===== config.mk =====
export PLATFORM = sky130hd
export DESIGN_NAME = buzzer_seq
export DESIGN_NICKNAME = d
export VERILOG_FILES = /design/src/rtl/buzzer_pkg.sv /design/src/rtl/buzzer_note_fifo.sv /design/src/rtl/buzzer_seq.sv
export SDC_FILE = /design/constraint.sdc
export NUM_CORES = 1
export LEC_CHECK = 0
export BUFFER_PORTS_ARGS = -buffer_cell sky130_fd_sc_hd__buf_2
export CAP_MARGIN = 20
export CELL_PAD_IN_SITES_DETAIL_PLACEMENT = 0
export CELL_PAD_IN_SITES_GLOBAL_PLACEMENT = 2
export CORE_ASPECT_RATIO = 1.75
export CORE_MARGIN = 5
export CORE_UTILIZATION = 44
export CTS_CLUSTER_SIZE = 30
export DETAILED_ROUTE_END_ITERATION = 12
export GPL_TIMING_DRIVEN = 0
export PLACE_DENSITY = 0.92
export RECOVER_POWER = 50
export SYNTH_ARGS = -nofsm -noshare
export SYNTH_HDL_FRONTEND = slang
export SYNTH_SLANG_ARGS = --single-unit

===== constraint.sdc =====
create_clock -name clk -period 3.4 [get_ports clk]
set_clock_uncertainty 0.15 [all_clocks]
set_input_delay 0.17 -clock clk [delete_from_list [all_inputs] [get_ports clk]]
set_output_delay 0.17 -clock clk [all_outputs]
set_load 0.05 [all_outputs]

===== src/rtl/buzzer_pkg.sv =====
// Shared encodings and defaults for the buzzer note sequencer.
// The GAP state is only reachable when BUZZER_SEQ_GAP_EN is defined.
package buzzer_pkg;

  typedef logic [1:0] state_t;

  localparam state_t ST_IDLE = 2'd0;
  localparam state_t ST_LOAD = 2'd1;
  localparam state_t ST_PLAY = 2'd2;
  localparam state_t ST_GAP  = 2'd3;

  localparam int unsigned DEF_TICK_DIV  = 100000;
  localparam int unsigned DEF_GAP_TICKS = 2;
  localparam int unsigned DEF_DIV_W     = 16;
  localparam int unsigned DEF_DUR_W     = 16;

  // FIFO entry layout at the default widths: half-period above duration.
  typedef struct packed {
    logic [DEF_DIV_W-1:0] half;
    logic [DEF_DUR_W-1:0] dur;
  } note_t;

endpackage


===== src/rtl/buzzer_note_fifo.sv =====
// Synchronous note FIFO with occupancy; no write-through, flush empties it on the next edge.
// DEPTH must be a power of two so the pointers wrap naturally.
module buzzer_note_fifo #(
  parameter int unsigned WIDTH = 32,
  parameter int unsigned DEPTH = 4
) (
  input  logic                     clk,
  input  logic                     resetn,
  input  logic                     i_flush,
  input  logic                     i_push,
  input  logic [WIDTH-1:0]         i_wdata,
  input  logic                     i_pop,
  output logic [WIDTH-1:0]         o_rdata,
  output logic                     o_full,
  output logic                     o_empty,
  output logic [$clog2(DEPTH):0]   o_level
);

  localparam int unsigned AW    = $clog2(DEPTH);
  localparam int unsigned LVL_W = AW + 1;

  logic [WIDTH-1:0] r_mem [DEPTH];
  logic [AW-1:0]    r_wr_ptr;
  logic [AW-1:0]    r_rd_ptr;
  logic [LVL_W-1:0] r_level;
  logic             w_push;
  logic             w_pop;

  assign o_full  = (r_level == LVL_W'(DEPTH));
  assign o_empty = (r_level == '0);
  assign o_level = r_level;
  assign o_rdata = r_mem[r_rd_ptr];

  assign w_push = i_push && !o_full && !i_flush;
  assign w_pop  = i_pop && !o_empty && !i_flush;

  always_ff @(posedge clk or posedge resetn) begin
    if (resetn) begin
      r_wr_ptr <= '0;
      r_rd_ptr <= '0;
      r_level  <= '0;
    end else if (i_flush) begin
      r_wr_ptr <= '0;
      r_rd_ptr <= '0;
      r_level  <= '0;
    end else begin
      if (w_push) r_wr_ptr <= r_wr_ptr + AW'(1);
      if (w_pop)  r_rd_ptr <= r_rd_ptr + AW'(1);
      r_level <= r_level + LVL_W'(w_push) - LVL_W'(w_pop);
    end
  end

  always_ff @(posedge clk) begin
    if (w_push) r_mem[r_wr_ptr] <= i_wdata;
  end

endmodule


===== src/rtl/buzzer_seq.sv =====
// Note sequencer: plays queued {half-period, duration} notes as a square wave on buzzer.
// Define BUZZER_SEQ_GAP_EN to insert GAP_TICKS of silence after every played note.
module buzzer_seq
  import buzzer_pkg::*;
#(
  parameter int unsigned DIV_W     = 16,
  parameter int unsigned DUR_W     = 16,
  parameter int unsigned DEPTH     = 4,
  parameter int unsigned TICK_DIV  = DEF_TICK_DIV,
  parameter int unsigned GAP_TICKS = DEF_GAP_TICKS
) (
  input  logic                   clk,
  input  logic                   resetn,
  input  logic                   note_valid,
  output logic                   note_ready,
  input  logic [DIV_W-1:0]       note_half,
  input  logic [DUR_W-1:0]       note_dur,
  input  logic                   mute,
  input  logic                   flush,
  output logic                   buzzer,
  output logic                   busy,
  output logic [$clog2(DEPTH):0] level
);

  localparam int unsigned LVL_W = $clog2(DEPTH) + 1;
  localparam int unsigned PRE_W = (TICK_DIV > 1) ? $clog2(TICK_DIV) : 1;
  localparam logic [PRE_W-1:0] PRE_LAST = PRE_W'(TICK_DIV - 1);

  state_t           r_state, w_state_d;
  logic [DIV_W-1:0] r_cur_half, w_cur_half_d;
  logic [DUR_W-1:0] r_dur_rem, w_dur_rem_d;
  logic [DIV_W-1:0] r_tone_cnt, w_tone_cnt_d;
  logic [PRE_W-1:0] r_pre, w_pre_d;
  logic             r_tone, w_tone_d;
  logic             r_buzzer, w_buzzer_d;

  logic [DIV_W+DUR_W-1:0] w_head;
  logic [DIV_W-1:0]       w_head_half;
  logic [DUR_W-1:0]       w_head_dur;
  logic                   w_full, w_empty, w_push, w_pop;
  logic                   w_tick, w_tone_wrap;
  state_t                 w_after_note;

`ifdef BUZZER_SEQ_GAP_EN
  localparam int unsigned GAP_W = (GAP_TICKS > 1) ? $clog2(GAP_TICKS + 1) : 1;
  logic [GAP_W-1:0] r_gap_rem, w_gap_rem_d;
`else
  logic w_unused_gap;
  assign w_unused_gap = (GAP_TICKS != 0);
`endif

  assign note_ready  = !w_full && !flush;
  assign w_push      = note_valid && note_ready;
  assign w_pop       = (r_state == ST_LOAD);
  assign w_head_half = w_head[DIV_W+DUR_W-1:DUR_W];
  assign w_head_dur  = w_head[DUR_W-1:0];
  assign busy        = (r_state != ST_IDLE);
  assign buzzer      = r_buzzer;

  buzzer_note_fifo #(
    .WIDTH (DIV_W + DUR_W),
    .DEPTH (DEPTH)
  ) u_fifo (
    .clk     (clk),
    .resetn  (resetn),
    .i_flush (flush),
    .i_push  (w_push),
    .i_wdata ({note_half, note_dur}),
    .i_pop   (w_pop),
    .o_rdata (w_head),
    .o_full  (w_full),
    .o_empty (w_empty),
    .o_level (level)
  );

  assign w_tick       = (r_pre == PRE_LAST);
  assign w_tone_wrap  = (r_cur_half != '0) && (r_tone_cnt == r_cur_half - DIV_W'(1));
  assign w_after_note = w_empty ? ST_IDLE : ST_LOAD;

  always_comb begin
    w_state_d    = r_state;
    w_cur_half_d = r_cur_half;
    w_dur_rem_d  = r_dur_rem;
    w_tone_cnt_d = r_tone_cnt;
    w_pre_d      = r_pre;
    w_tone_d     = r_tone;
`ifdef BUZZER_SEQ_GAP_EN
    w_gap_rem_d  = r_gap_rem;
`endif
    case (r_state)
      ST_IDLE: begin
        w_tone_d = 1'b0;
        if (!w_empty) w_state_d = ST_LOAD;
      end
      ST_LOAD: begin
        w_cur_half_d = w_head_half;
        w_dur_rem_d  = w_head_dur;
        w_tone_cnt_d = '0;
        w_pre_d      = '0;
        w_tone_d     = (w_head_half != '0);
        if (w_head_dur == '0) begin
          // Skipped note: chain straight into the next one if anything remains.
          w_tone_d  = 1'b0;
          w_state_d = ((level > LVL_W'(1)) || w_push) ? ST_LOAD : ST_IDLE;
        end else begin
          w_state_d = ST_PLAY;
        end
      end
      ST_PLAY: begin
        if (w_tone_wrap) begin
          w_tone_cnt_d = '0;
          w_tone_d     = !r_tone;
        end else if (r_cur_half != '0) begin
          w_tone_cnt_d = r_tone_cnt + DIV_W'(1);
        end
        if (w_tick) begin
          w_pre_d     = '0;
          w_dur_rem_d = r_dur_rem - DUR_W'(1);
          if (r_dur_rem == DUR_W'(1)) begin
            w_tone_d = 1'b0;
`ifdef BUZZER_SEQ_GAP_EN
            w_gap_rem_d = GAP_W'(GAP_TICKS);
            w_state_d   = (GAP_TICKS == 0) ? w_after_note : ST_GAP;
`else
            w_state_d = w_after_note;
`endif
          end
        end else begin
          w_pre_d = r_pre + PRE_W'(1);
        end
      end
`ifdef BUZZER_SEQ_GAP_EN
      ST_GAP: begin
        w_tone_d = 1'b0;
        if (w_tick) begin
          w_pre_d     = '0;
          w_gap_rem_d = r_gap_rem - GAP_W'(1);
          if (r_gap_rem == GAP_W'(1)) w_state_d = w_after_note;
        end else begin
          w_pre_d = r_pre + PRE_W'(1);
        end
      end
`endif
      default: begin
        w_tone_d  = 1'b0;
        w_state_d = ST_IDLE;
      end
    endcase
    if (flush) begin
      w_state_d = ST_IDLE;
      w_tone_d  = 1'b0;
    end
  end

  // The tone phase keeps running under mute; only the pin is masked.
  assign w_buzzer_d = (w_state_d == ST_PLAY) && w_tone_d && !mute;

  always_ff @(posedge clk or posedge resetn) begin
    if (resetn) begin
      r_state    <= ST_IDLE;
      r_cur_half <= '0;
      r_dur_rem  <= '0;
      r_tone_cnt <= '0;
      r_pre      <= '0;
      r_tone     <= 1'b0;
      r_buzzer   <= 1'b0;
`ifdef BUZZER_SEQ_GAP_EN
      r_gap_rem  <= '0;
`endif
    end else begin
      r_state    <= w_state_d;
      r_cur_half <= w_cur_half_d;
      r_dur_rem  <= w_dur_rem_d;
      r_tone_cnt <= w_tone_cnt_d;
      r_pre      <= w_pre_d;
      r_tone     <= w_tone_d;
      r_buzzer   <= w_buzzer_d;
`ifdef BUZZER_SEQ_GAP_EN
      r_gap_rem  <= w_gap_rem_d;
`endif
    end
  end

endmodule


# Word-level counts from Yosys, hierarchy flattened
# Memory sizes are Yosys's and may differ from the RTL's.
# Cells that the tools add are included.
# word_totals
ramBits	128
memories	1
reg_bits	76
wordCells	83
# mem_list
name	words	width	read_ports	rd_ports_with_merged_regs	write_ports	line	text
u_fifo.r_mem	4	32	1	0	1	buzzer_note_fifo.sv:22	logic [WIDTH-1:0] r_mem [DEPTH];
# op_classes
n_reduce_logical	26
n_eq_ne	9
mux	28
add_sub_neg	8
magnitude_cmp	1
# op_table
operator	count
$pmux 16 s2	2
$mux 16	3
$pmux 17 s2	1
$reduce_bool 16->1	2
$sub 16x1->16 const B	2
$mux 2	9
$add 17x1->17 const B	1
$eq 17x17->1 const B	1
$mux 17	1
$add 16x1->16 const B	1
$eq 16x1->1 const B	1
$eq 16x16->1	1
$logic_not 16->1	1
$logic_and 1x1->1	9
$mux 1	9
$reduce_bool 2->1	4
$pmux 2 s3	1
$logic_not 1->1	5
$add 2x1->2 const B	2
$eq 2x2->1 const B	2
$reduce_and 2->1	2
$add 3x1->3	1
$eq 3x3->1 const B	1
$gt 3x1->1 const B	1
other kinds (9)	9

# Longest topological paths before layout
# Gate-level depths: netlist of the first run.
# logic_depth
word_depth	12
ltp_mapped	12
depth_no_buf	10

# Modules after synthesis
# A second synthesis of the first run with hierarchy kept.
# hier_totals
cells_unflattened	707
hier_area_um2	9540.4
# by_module_without_submodules
module	cells_each	n_inst	area_per_inst_um2	seq_area_each_um2
buzzer_note_fifo	216	1	5141.2	4018.9
buzzer_seq	491	1	4399.2	1726.7

# Worst setup path before layout of the first run
# Ideal clock, no wire load.
# synth_path
kind	reg-to-reg
from	register u_fifo.r_level[1], in the netlist u_fifo.o_level[1]
to	memory u_fifo.r_mem[1][0], enable pin
period_less_slack_ns	3.210
path_slack_ns	0.190
path_stages_with_launch	4
required_time_ns	2.858
arrival_time_ns	2.668
cell_sequence	dfrtp_1 nor2_1 a21oi_1 and3_1
# synth_between
elab_chain_cells	8
# synth_rtl
item	line	text
from (decl)	buzzer_note_fifo.sv:25	logic [LVL_W-1:0] r_level;
from (signal assigned)	buzzer_note_fifo.sv:49	r_level <= r_level + LVL_W'(w_push) - LVL_W'(w_pop);
$eq 3x3->1	buzzer_note_fifo.sv:29	assign o_full = (r_level == LVL_W'(DEPTH));
$logic_not 1->1	buzzer_seq.sv:52	assign note_ready = !w_full && !flush;
$logic_and 1x1->1	buzzer_seq.sv:52	
via note_ready	buzzer_seq.sv:15	output logic note_ready,
$logic_and 1x1->1	buzzer_seq.sv:53	assign w_push = note_valid && note_ready;
$logic_and 1x1->1 (2 in a row)	buzzer_note_fifo.sv:34	assign w_push = i_push && !o_full && !i_flush;
$mux 1	buzzer_note_fifo.sv:54	if (w_push) r_mem[r_wr_ptr] <= i_wdata;
$mux 1 (implied by the code)	buzzer_note_fifo.sv:54	
to (decl)	buzzer_note_fifo.sv:22	
# The timed path passes the listed nets, and every way through them passes these cells.

# Final worst setup path of the first run
# layout_path
from	register r_cur_half[1]
to	register r_tone_cnt[7]
# layout_between
elab_chain_cells	5
# layout_rtl
item	line	text
from (decl)	buzzer_seq.sv:30	logic [DIV_W-1:0] r_cur_half, w_cur_half_d;
from (signal assigned)	buzzer_seq.sv:172	r_cur_half <= w_cur_half_d;
$sub 16x1->16	buzzer_seq.sv:77	assign w_tone_wrap = (r_cur_half != '0) && (r_tone_cnt == r_cur_half - DIV_W'(1));
$eq 16x16->1	buzzer_seq.sv:77	
$logic_and 1x1->1	buzzer_seq.sv:77	
$mux 16 or $ne 3x3->1 (tied branches)	-	
$pmux 16 s2 or $reduce_and 2->1 (tied branches)	-	
to (signal assigned)	buzzer_seq.sv:174	r_tone_cnt <= w_tone_cnt_d;
to (decl)	buzzer_seq.sv:32	logic [DIV_W-1:0] r_tone_cnt, w_tone_cnt_d;
# Several ways; a longest one is shown, not always the timed one.
# A chain may end at the register's enable or synchronous reset.

==> results of run 1 <==
worst min-delay path, cell delays in order:
cell and delay, ns:
sky130_fd_sc_hd__buf_2 0.12, sky130_fd_sc_hd__and2_1 0.12, sky130_fd_sc_hd__clkbuf_1 0.22, sky130_fd_sc_hd__o31ai_1 0.11
worst min path at each step:
stage,end,cells past startpoint,startpoint,slack [ns]
2_1_floorplan,u_fifo.r_mem[0][0],0,note_dur[0],0.12
3_3_place_gp,u_fifo.r_mem[2][10],1,note_dur[10],0.23
3_5_place_dp,r_pre[8],2,resetn,0.03
4_1_cts,r_pre[0],3,resetn,0.08
5_1_grt,u_fifo.r_wr_ptr[1],5,note_valid,0.18
6_report,u_fifo.r_wr_ptr[1],4,note_valid,0.15
per-layer routing:
metal / vias up / global-route usage / wire (µm)
met2: 120 / 0.339 / 12100
met3: 43 / 0.0209 / 624
li1: 3042 / - / -
met4: 0 / 0.0661 / 672
met1: 3182 / 0.192 / 8030
met5: - / 0 / 0
through the flow:
stage / cells / cell area, µm² / power [mW]
after CTS: 1148 / 11200 / 7.61
after global placement: 1080 / 10200 / 5.47
after global routing: 1152 / 11300 / 8.04
after floorplan: 746 / 9640 / 4.86
final: 1152 / 11300 / 7.61
after detailed placement: 1081 / 10200 / 5.49
flip-flops by register name, summed over array words and instances (netlist names):
signal	flops
u_fifo.r_mem	128
r_pre	17
r_cur_half	16
r_dur_rem	16
r_tone_cnt	16
u_fifo.o_level	3
r_state	2
u_fifo.r_rd_ptr	2
u_fifo.r_wr_ptr	2
buzzer	1
r_tone	1
final cells by class:
cell class | instances | area (µm²) | share of cell area
Clock inverter | 12 | 106 | 0.00945
Clock buffer | 21 | 483 | 0.0429
Multi-Input combinational cell | 469 | 3680 | 0.327
Tap cell | 292 | 365 | 0.0325
Timing Repair Buffer | 82 | 553 | 0.0492
Sequential cell | 204 | 5750 | 0.511
Inverter | 38 | 144 | 0.0128
Buffer | 34 | 173 | 0.0153
cells in the mapped netlist (4+ instances only):
master	number
sky130_fd_sc_hd__a211oi_1	4
sky130_fd_sc_hd__a21oi_1	23
sky130_fd_sc_hd__a31oi_1	20
sky130_fd_sc_hd__and2_1	9
sky130_fd_sc_hd__and3_1	19
sky130_fd_sc_hd__buf_2	8
sky130_fd_sc_hd__clkbuf_1	21
sky130_fd_sc_hd__dfrtp_1	76
sky130_fd_sc_hd__edfxtp_1	128
sky130_fd_sc_hd__ha_1	16
sky130_fd_sc_hd__inv_1	37
sky130_fd_sc_hd__mux2_2	13
sky130_fd_sc_hd__mux2i_1	4
sky130_fd_sc_hd__mux4_2	32
sky130_fd_sc_hd__nand2_1	43
sky130_fd_sc_hd__nand2b_1	5
sky130_fd_sc_hd__nand3_1	34
sky130_fd_sc_hd__nand4_1	10
sky130_fd_sc_hd__nor2_1	56
sky130_fd_sc_hd__nor2b_1	6
sky130_fd_sc_hd__nor3_1	13
sky130_fd_sc_hd__nor4_1	17
sky130_fd_sc_hd__nor4b_1	4
sky130_fd_sc_hd__o211ai_1	6
sky130_fd_sc_hd__o21ai_0	28
sky130_fd_sc_hd__o21ai_1	4
sky130_fd_sc_hd__or3_1	6
sky130_fd_sc_hd__xnor2_1	15
sky130_fd_sc_hd__xor2_1	14
repair_timing:
action                     CTS  global route
resized for setup           13            13
hold endpoints to repair   206             0
hold buffers                35             0
pin swaps                    0             2
setup endpoints to repair   12            18
setup buffers                0             4
cell families (layout without fill, tap and decap cells):
logic type,count (synthesis),in the layout,synth area share
xor+xnor,29,29,0.0264
flops,204,204,0.596
mux,49,49,0.0941
fa+ha+maj,17,17,0.0229
buf+inv,73,187,0.0319
simple gates,250,250,0.142
compound gates,124,124,0.0865
where the power goes:
part | switching, mW | internal (mW) | leakage (nW)
Clock | 0.929 | 1.12 | 0.283
Sequential | 0.295 | 2.98 | 2.15
Combinational | 1.39 | 0.901 | 1.60
Total | 2.62 | 5.00 | 4.03
==> impl.org, run 1 <==
** Placed design
- The congestion estimate from routability-driven global placement came to 0.858.
- Half-perimeter wire length after detailed placement :: 15,000 µm
- Count of input and output buffers :: 42
- Prior to clock tree synthesis, the placed netlist has a worst setup slack of -0.497 ns.

** Global route
- Overall global routing resource usage :: 0.175
- Vias in the first global route :: 6,672
- Number of antenna violations at the first check in global routing :: 0
- Pin count of the biggest net entering global routing :: 52
- GR Overflow Total :: 0
- Global-route wire length before repair :: 34,700 µm

** Layout
- The filler cells instantiated in the layout total 1,837.
- Most used cells in the layout excluding fill and tap cells :: sky130_fd_sc_hd__edfxtp_1 (128), sky130_fd_sc_hd__dfrtp_1 (73), sky130_fd_sc_hd__nor2_1 (56)
- The area growth from synthesis to layout is 16.7%.
- The number of antenna diodes in the final layout is 0.
- The library cell used most frequently in the layout, excluding fill and tap cells, is sky130_fd_sc_hd__edfxtp_1.
- Net count, final :: 902
- Fraction of layout cells with a size suffix above 1 :: 0.164
- For this run, the share of the core covered by cells in the final layout is 0.521.

** Power and ir drop
- For this design the ratio of total power to cell area is 677 mW/mm².
- P_leak :: 4.03 nW
- Worst supply voltage drop on vdd :: 0.547 mV

** Routing
- In this run, the number of DRC markers left after iteration 0 of detailed routing was 322.
- Final wirelength :: 21,400 µm
- Using the TritonRoute via totals, the vias-per-cell ratio works out to 5.54.
- Post-DRT Antenna Nets :: 0
- After detailed routing, the average wire length per cell comes to 18.6 µm.
- Drc violations :: 0
- Via count of the routed design :: 6,387
- The first detailed-routing pass took 4 iterations.

** Worst setup path
- Kind of cell with the highest combined delay on the critical path :: simple AND/OR/NAND/NOR gates
- Register-to-register setup slack :: 0.13 ns
- Largest stage delay, worst path :: 0.54 ns
- Cell with the largest stage delay on the worst path :: sky130_fd_sc_hd__or4_1
- Of all nets on the critical path, the largest fanout is 10.
- Data on the critical path is required at its endpoint by 3.58 ns.
- Startpoint types :: flip-flop
- Endpoint of the most critical register-to-register path :: r_tone_cnt[7]
- The startpoint identified for the worst register-to-register timing path is r_cur_half[1].
- Element type at the critical path end :: flip-flop
- The critical path runs through a total of 11 cells.
- Together, buffers and inverters on the worst path number 3.
- Critical path capture point :: r_tone_cnt[7]
- Depth of the most critical reg-to-reg path :: 11
- Data on the critical path arrives at its endpoint at 3.45 ns.
- Cells traversed along the worst timing path :: inv_1, ha_1, buf_4, or4_1, a211oi_2, a211oi_2, or2b_2, or4b_4, buf_6, a31oi_1, a31oi_1
- CP Launch Point :: r_cur_half[1]
- Critical path class :: reg -> reg

** Clock tree
- Clock transition at the registers of the reported paths :: 0.07 ns
- CTS saw 204 sinks.
- The tree is rooted in a sky130_fd_sc_hd__clkbuf_16.
- CTS tree :: built
- The number of clock buffers added by TritonCTS is 19.
- Number of H-tree levels :: 1
- Clock latency on the worst-skew pair, taken at its later pin, is 0.49 ns.
- The clock passes through at most 3 buffers.

** Synthesis
- Net count after synthesis :: 800
- Dominant cells by area after synthesis :: sky130_fd_sc_hd__edfxtp_1 (40%), sky130_fd_sc_hd__dfrtp_1 (20%), sky130_fd_sc_hd__mux4_2 (7.5%)
- In this run the cell area of the synthesized design comes to 0.00964 mm².
- Number of distinct library cells after synthesis :: 78
- Portion of the post-synthesis area used by sequential elements :: 0.596
- The most used flip-flop cell after synthesis is sky130_fd_sc_hd__edfxtp_1.
- Mapped Avg Cell Area :: 12.9 µm²
- The share of synthesized area in the top cell type comes to 0.399.
- Counting every instance in the synthesized netlist gives 746.
- Yosys printed 0 warnings.
- Number of storage elements in the synthesis netlist :: 204
- In this run, synthesis inferred 128 flip-flops with an integrated enable.
- Post-synthesis cell type with the largest combined area :: sky130_fd_sc_hd__edfxtp_1
- After synthesis, the share of flip-flops with an asynchronous set or reset is 0.373.

** STA
- Period utilization :: 0.961
- Measured against its own limit, the worst slew margin works out to 0.108.
- Count of final max-slew check failures :: 0
- At the pin with the least slew margin, the transition time is 1.34 ns.
- Summed over all failing endpoints, the final setup total negative slack is 0 ns.
- Across all hold checks on the routed design, the worst slack comes to 0.148 ns.
- Final hold violation count :: 0
- Setup-violating endpoint count in the final report :: 0
- For this run, the top clock speed supported by timing is 306 MHz.
- Setup slack of the critical path after layout :: 0.132 ns
- The clock period could shrink to 3.27 ns.

** Hold path
- Classification of the worst-slack hold path :: in -> reg

** Floorplanning
- Full die area :: 0.0251 mm²
- After floorplanning, the core was sized to cover 0.0216 mm².
- Y dimension of the die :: 206 µm
- After floorplanning, the core was divided into 71 placement rows.
- The initial utilization of the core area, before any placement, comes to 0.446.
- Die width :: 122 µm
- I/O pin total :: 43

** Run
- Across the run, the number of max-cap violations was 0.

** Outcome
- Run status :: finished clean
Note: power is estimated with default switching activity, not from simulation.
==> inputs of run 2 (changes only) <==
--- a/config.mk
+++ b/config.mk
@@ -11,11 +11,12 @@
 export CELL_PAD_IN_SITES_GLOBAL_PLACEMENT = 2
 export CORE_ASPECT_RATIO = 1.75
 export CORE_MARGIN = 5
-export CORE_UTILIZATION = 44
+export CORE_UTILIZATION = 30
 export CTS_CLUSTER_SIZE = 30
 export DETAILED_ROUTE_END_ITERATION = 12
 export GPL_TIMING_DRIVEN = 0
-export PLACE_DENSITY = 0.92
+export MAX_ROUTING_LAYER = met4
+export PLACE_DENSITY = 0.7
 export RECOVER_POWER = 50
 export SYNTH_ARGS = -nofsm -noshare
 export SYNTH_HDL_FRONTEND = slang
==> impl.org, run 2 (synthesized netlist as in run 1, its figures left out) <==
** Routing
- Via count of the routed design :: 6,382
- For this run, the detailed router's first-pass iteration total came to 4.
- For this block, the routed nets add up to 23,500 µm of wire.
- In the routed layout, each cell is associated on average with a via count of 5.03.
- Violation count after the first detailed-routing iteration :: 449
- In the final routed layout, each cell accounts on average for 18.5 µm.
- In the routed design, unresolved DRC markers number 0.
- Once detail routing completed, the nets flagged for antenna violations numbered 0.

** Worst setup path
- Startpoint types :: flip-flop
- Worst-path maximum fanout :: 10
- For the worst setup path, the data arrival time is 3.48 ns.
- The worst setup path is captured at a flip-flop.
- Walking the worst path, the cells encountered are buf_4, or2_1, or4_1, a211oi_2, a211oi_2, or2b_2, or4b_4, buf_6, a31oi_1, a31oi_1.
- Critical path class :: reg -> reg
- In this design, the stage delay of the slowest critical-path cell is 0.52 ns.
- Required arrival time at the worst endpoint :: 3.59 ns
- The slowest stage of the critical path belongs to the cell sky130_fd_sc_hd__or4b_4.

** Power and ir drop
- Switching power as a share of total power :: 0.341
- Share of power burned in registers :: 0.411
- The analysis attributes to cell leakage a power of 4.07 nW.
- For this design the total switching power over the nets is 2.71 mW.
- The share of total power dissipated in the clock network is 0.289.
- Total power per unit cell area :: 686 mW/mm²
- Across the VDD grid, the largest voltage drop is 0.487 mV.
- Of the total power, combinational logic draws 0.300.
- Cell-internal power :: 5.23 mW

** Layout
- Registers with the most flip-flops :: u_fifo.r_mem x128, r_pre x17
- Utilization after layout :: 0.361
- Of the cells placed in the final design, the portion with a size suffix greater than 1 is 0.167.
- Non-filler instance count after layout :: 1,269
- Area Growth Syn to Fin :: 20.0%
- Flip-flop count of the largest register, all copies and words added :: 128
- The number of antenna diodes in the final layout is 0.
- u_fifo.r_mem holds more flip-flops than any other register.
- The library cell used most frequently in the layout, excluding fill and tap cells, is sky130_fd_sc_hd__edfxtp_1.
- The library cells used most frequently in the layout, excluding fill and tap cells, are sky130_fd_sc_hd__edfxtp_1 (128), sky130_fd_sc_hd__dfrtp_1 (73), sky130_fd_sc_hd__clkbuf_1 (58).
- Net count, final :: 910
- The finished cells cover 0.0116 mm².

** Clock tree
- Clock-pin slew was measured on the worst setup and hold paths at 0.07 ns.
- CTS tree :: built
- Number of H-tree levels :: 1
- Clock tree synthesis found a total of 204 sinks.
- Clock latency on the worst-skew pair, taken at its later pin, is 0.52 ns.
- Root Driver :: sky130_fd_sc_hd__clkbuf_16
- Number of CTS-inserted buffers :: 20
- The clock passes through at most 3 buffers.

** Floorplanning
- Full die area :: 0.0359 mm²
- In this run the count of I/O pins placed on the die edge is 43.
- In this run the horizontal extent of the chip is 145 µm.
- The initial utilization of the core area, before any placement, comes to 0.301.
- The total area inside the core boundary comes to 0.0320 mm².
- Y dimension of the die :: 247 µm
- In this run the core area contains 87 standard-cell rows.

** STA
- Setup repair after global routing left no endpoint under its margin.
- The routed design could run at a clock period as short as 3.29 ns.
- For this run, the top clock speed supported by timing is 304 MHz.
- In this run the tightest slew margin relative to its limit is 0.0216.
- Setup-violating endpoint count in the final report :: 0
- The number of pins exceeding their max-slew limit in the final report is 0.
- Final hold violation count :: 0
- Setup slack of the critical path after layout :: 0.112 ns
- Least-Margin Pin Slew :: 1.47 ns
- Of the available clock period, the critical path in the final layout requires 0.967.
- Setup tns final :: 0 ns

** Placed design
- Post-placement setup slack :: -0.437 ns
- In this run the tool buffered the top-level ports with 42 buffer cells.
- Half-perimeter wire length after detailed placement :: 16,800 µm
- Dpl cell area :: 0.0105 mm²
- At the end of routability-driven placement, the weighted congestion stood at 0.829.
- In this run, placement finished with an instance count of 1,193.

** Run
- Max_cap viols :: 0

** Global route
- Overall global routing resource usage :: 0.135
- Summed over all layers, the global routing overflow is 0.
- Pin count of the biggest net entering global routing :: 54
- Vias in the first global route :: 6,752
- The initial antenna violation count came to 0.
- The first global-routing pass estimated 37,700 µm of wire.

** Hold path
- Classification of the worst-slack hold path :: in -> async

** Outcome
- Run status :: finished clean
run 2: cell types whose count changed in the layout (fill, tap and decap cells not counted), moves of 2 or more:
cell and delta:
sky130_fd_sc_hd__clkbuf_16 +2, sky130_fd_sc_hd__clkbuf_1 +4, sky130_fd_sc_hd__clkbuf_8 +2, sky130_fd_sc_hd__inv_6 -2
sky130_fd_sc_hd__buf_12 +4
run 2: final timing paths:
path / from / endpoint / slack, ns / depth (start not counted)
min in group clk: note_dur[13] / u_fifo.r_mem[2][13] / 0.29 / 2
min reg2reg: r_pre[0] / r_pre[0] / 0.36 / 1
min: resetn / r_pre[1] / 0.25 / 3
max: r_cur_half[0] / r_tone_cnt[7] / 0.11 / 10
max in group asynchronous: resetn / r_cur_half[0] / 0.79 / 4
max reg2reg: r_cur_half[0] / r_tone_cnt[7] / 0.11 / 10
run 2: timing repair:
action                                  CTS  global route
hold endpoints to repair                207             0
gates resized for setup                  12            11
hold buffers                             36             0
endpoints found under the setup margin   18            18
pin swaps                                 1             1
buffers inserted                          0             6
run 2: stage by stage:
step,total power [mW],hold slack (ns)
5_1_grt,8.41,0.319
6_report,7.94,0.248
3_3_place_gp,5.57,0.230
3_5_place_dp,5.59,0.0235
4_1_cts,8.01,0.0340
2_1_floorplan,4.86,0.119
run 2: area by class of cell:
cell class                      instances  area [µm²]
Fill cell                            3185       20400
Multi-Input combinational cell        469        3670
Clock buffer                           27         568
Tap cell                              400         500
Buffer                                 34         171
Inverter                               38         144
Clock inverter                          8         103
Timing Repair Buffer                   89         657
Sequential cell                       204        5750
run 2: per-layer routing:
layer,vias to the layer above,global-route usage,share of wire
met2,88,0.259,0.57
met3,47,0.0145,0.023
met5,-,-,0
met1,3183,0.137,0.37
li1,3064,-,-
met4,0,0.0588,0.039
run 2: power groups by stage:
stage | registers (mW) | clock network, mW | logic (mW)
after floorplan | 3.25 | 0 | 1.60
after global placement | 3.29 | 0 | 2.27
after detailed placement | 3.29 | 0 | 2.30
after CTS | 3.26 | 2.38 | 2.37
after global routing | 3.31 | 2.46 | 2.65
final | 3.26 | 2.29 | 2.38
run 2: critical path: cells and delay by family, from the launching register on:
family                 cells  cell delay [ns]
buffers and inverters      2             0.32
AOI/OAI and AO/OA          4             0.56
DFF                        1             0.42
and+or+nand+nor            4             1.68
==> inputs of run 3 (changes only) <==
--- a/config.mk
+++ b/config.mk
@@ -5,7 +5,6 @@
 export SDC_FILE = /design/constraint.sdc
 export NUM_CORES = 1
 export LEC_CHECK = 0
-export BUFFER_PORTS_ARGS = -buffer_cell sky130_fd_sc_hd__buf_2
 export CAP_MARGIN = 20
 export CELL_PAD_IN_SITES_DETAIL_PLACEMENT = 0
 export CELL_PAD_IN_SITES_GLOBAL_PLACEMENT = 2
@@ -14,9 +13,10 @@
 export CORE_UTILIZATION = 30
 export CTS_CLUSTER_SIZE = 30
 export DETAILED_ROUTE_END_ITERATION = 12
+export DONT_BUFFER_PORTS = 1
 export GPL_TIMING_DRIVEN = 0
 export MAX_ROUTING_LAYER = met4
-export PLACE_DENSITY = 0.7
+export PLACE_DENSITY = 0.69
 export RECOVER_POWER = 50
 export SYNTH_ARGS = -nofsm -noshare
 export SYNTH_HDL_FRONTEND = slang
==> impl.org, run 3 (synthesized netlist as in run 1, its figures left out) <==
** Outcome
- The run finished, with violations left.
- The checks that failed: capacitance limit, slew limit.

** Floorplanning
- Initial Utilization :: 0.301
- 43 I/O pins were placed.
- Full die area :: 0.0359 mm²
- Measured along the y axis, the die boundary spans 247 µm.
- FP Rows :: 87
- The die is 145 µm wide.
- Core footprint :: 0.0320 mm²

** Power and ir drop
- Summed over all cells, the static leakage comes to 3.98 nW.
- In this run the power density over the cells is 683 mW/mm².
- Worst supply voltage drop on vdd :: 0.437 mV

** Global route
- Pin count of the biggest net entering global routing :: 45
- Across every metal layer, demand over resource in global routing totals 0.135.
- The initial antenna violation count was 0.
- Vias in the first global route :: 6,585
- After global routing the overflow that remains totals 0.
- Global-route wire length before repair :: 37,700 µm

** Layout
- Antenna Cells :: 0
- Fraction of layout cells with a size suffix above 1 :: 0.171
- Net count, final :: 870
- Once layout is complete, the cells apart from fillers number 1,228.
- Largest reg by FF count :: u_fifo.r_mem
- Registers with the most flip-flops :: u_fifo.r_mem x128, r_pre x17
- Area Growth Syn to Fin :: 18.0%
- Flip-flop count of the largest register, all copies and words added :: 128
- Most used cells in the layout excluding fill and tap cells :: sky130_fd_sc_hd__edfxtp_1 (128), sky130_fd_sc_hd__dfrtp_1 (73), sky130_fd_sc_hd__nor2_1 (56)
- The library cell used most frequently in the layout, excluding fill and tap cells, is sky130_fd_sc_hd__edfxtp_1.

** STA
- The routed design could run at a clock period as short as 3.21 ns.
- Least-Margin Pin Slew :: 1.60 ns
- Period utilization :: 0.946
- Setup slack closes at 0.185 ns.
- Count of final max-slew check failures :: 34
- Setup violations remaining at the end of the flow were counted as 0.
- Final hold violation count :: 0
- Worst max-slew margin expressed relative to the limit :: -0.0722
- Maximum clock frequency :: 311 MHz

** Routing
- Drc violations :: 0
- Post-DRT Antenna Nets :: 0
- The final route contains 6,262 vias.
- Before antenna repair, the detailed router went through 4 iterations.
- Average wire per cell in the routed design :: 19.3 µm
- The routed design has 23,700 µm of wire.
- Violation count after the first detailed-routing iteration :: 410
- Using the TritonRoute via totals, the vias-per-cell ratio works out to 5.10.

** Worst setup path
- Data on the critical path arrives at its endpoint at 3.40 ns.
- The setup path with the least slack is of type reg -> reg.
- Element type at the critical path end :: flip-flop
- In this run the worst path has a maximum fanout of 10.
- The worst setup path is launched from a flip-flop.
- Depth of the most critical reg-to-reg path :: 10
- Required arrival time at the worst endpoint :: 3.59 ns
- Worst reg2reg startpoint :: r_cur_half[0]
- The critical path starts at r_cur_half[0].
- Register-to-register setup slack :: 0.19 ns

** Clock tree
- In this run the deepest clock path goes through 3 buffers.
- Clock-pin slew was measured on the worst setup and hold paths at 0.07 ns.
- CTS tree :: built
- Number of CTS-inserted buffers :: 20
- CTS built an H-tree with a depth of 1.
- Clk sink count :: 204
- The tree is rooted in a sky130_fd_sc_hd__clkbuf_16.
- At the later pin of the worst-skew pair, clock insertion delay measures 0.51 ns.

** Placed design
- Half-perimeter wire length after detailed placement :: 17,100 µm
- OpenSTA, run right after detailed placement, puts the worst setup slack at -0.599 ns.
- Placed Instances :: 1,153
- The congestion estimate from routability-driven global placement came to 0.784.
- Count of input and output buffers :: 0

** Hold path
- The min-delay analysis places its worst path in the category in -> reg.
- In this run the most critical hold path is launched from flush.
- The worst hold path was traced through 3 stages.

** Run
- Max_cap viols :: 1
[run 3: final timing paths]
path	to
max reg2reg	r_tone_cnt[7]
min	u_fifo.r_mem[1][7]
min in group asynchronous	buzzer
min reg2reg	r_dur_rem[6]
max	r_tone_cnt[7]
max in group asynchronous	r_cur_half[0]
[run 3: what timing repair did]
item,CTS,global route
setup buffers,0,6
gates resized for setup,15,12
endpoints found under the hold margin,217,0
endpoints found under the setup margin,18,18
pin swaps,2,3
gates cloned,0,0
hold buffers,36,0
[run 3: cell type report]
| type | count | area [µm²] |
|---|---|---|
| flip-flops and latches | 204 | 5750 |
| fillers | 3194 | 20600 |
| plain buffers | 34 | 171 |
| clock buffers | 25 | 541 |
| well taps | 400 | 500 |
| clock inverters | 9 | 65.1 |
| multi-input cells | 469 | 3690 |
| repair buffers | 49 | 513 |
| inverters | 38 | 144 |
[run 3: worst max-delay path: stages (launching register included)]
cell and delay, ns:
sky130_fd_sc_hd__dfrtp_2 0.40, sky130_fd_sc_hd__buf_4 0.16, sky130_fd_sc_hd__or2_4 0.29, sky130_fd_sc_hd__or4_1 0.49, sky130_fd_sc_hd__a211oi_2 0.24, sky130_fd_sc_hd__a211oi_2 0.12, sky130_fd_sc_hd__or2b_2 0.33, sky130_fd_sc_hd__or4b_4 0.53
sky130_fd_sc_hd__buf_6 0.18, sky130_fd_sc_hd__a31oi_1 0.13, sky130_fd_sc_hd__a31oi_1 0.05
[run 3: power breakdown]
group	switching [mW]	leakage, nW	internal, mW
clock network	0.973	0.285	1.14
registers	0.334	2.15	2.97
logic	1.42	1.55	0.927
[run 3: metal layers]
layer  GRT usage  wire (µm)  vias to the layer above
met3      0.0154        534                       35
met2       0.264      13600                       83
li1            -          -                     2986
met4      0.0439        676                        0
met5           -          0                        -
met1       0.138       8890                     3158
[run 3: stage by stage]
stage                     instance area, µm²  TNS [ns]  hold WS [ns]  total power [mW]  utilization
after detailed placement               10300     -2.54       -0.0441              5.56        0.321
after CTS                              11300         0        0.0349              7.80        0.353
after global routing                   11400   -0.0152         0.112              8.26        0.355
final                                  11400         0        0.0960              7.77        0.355
after global placement                 10100   -103.65         0.119              5.53        0.317
after floorplan                         9640         0         0.119              4.86            -
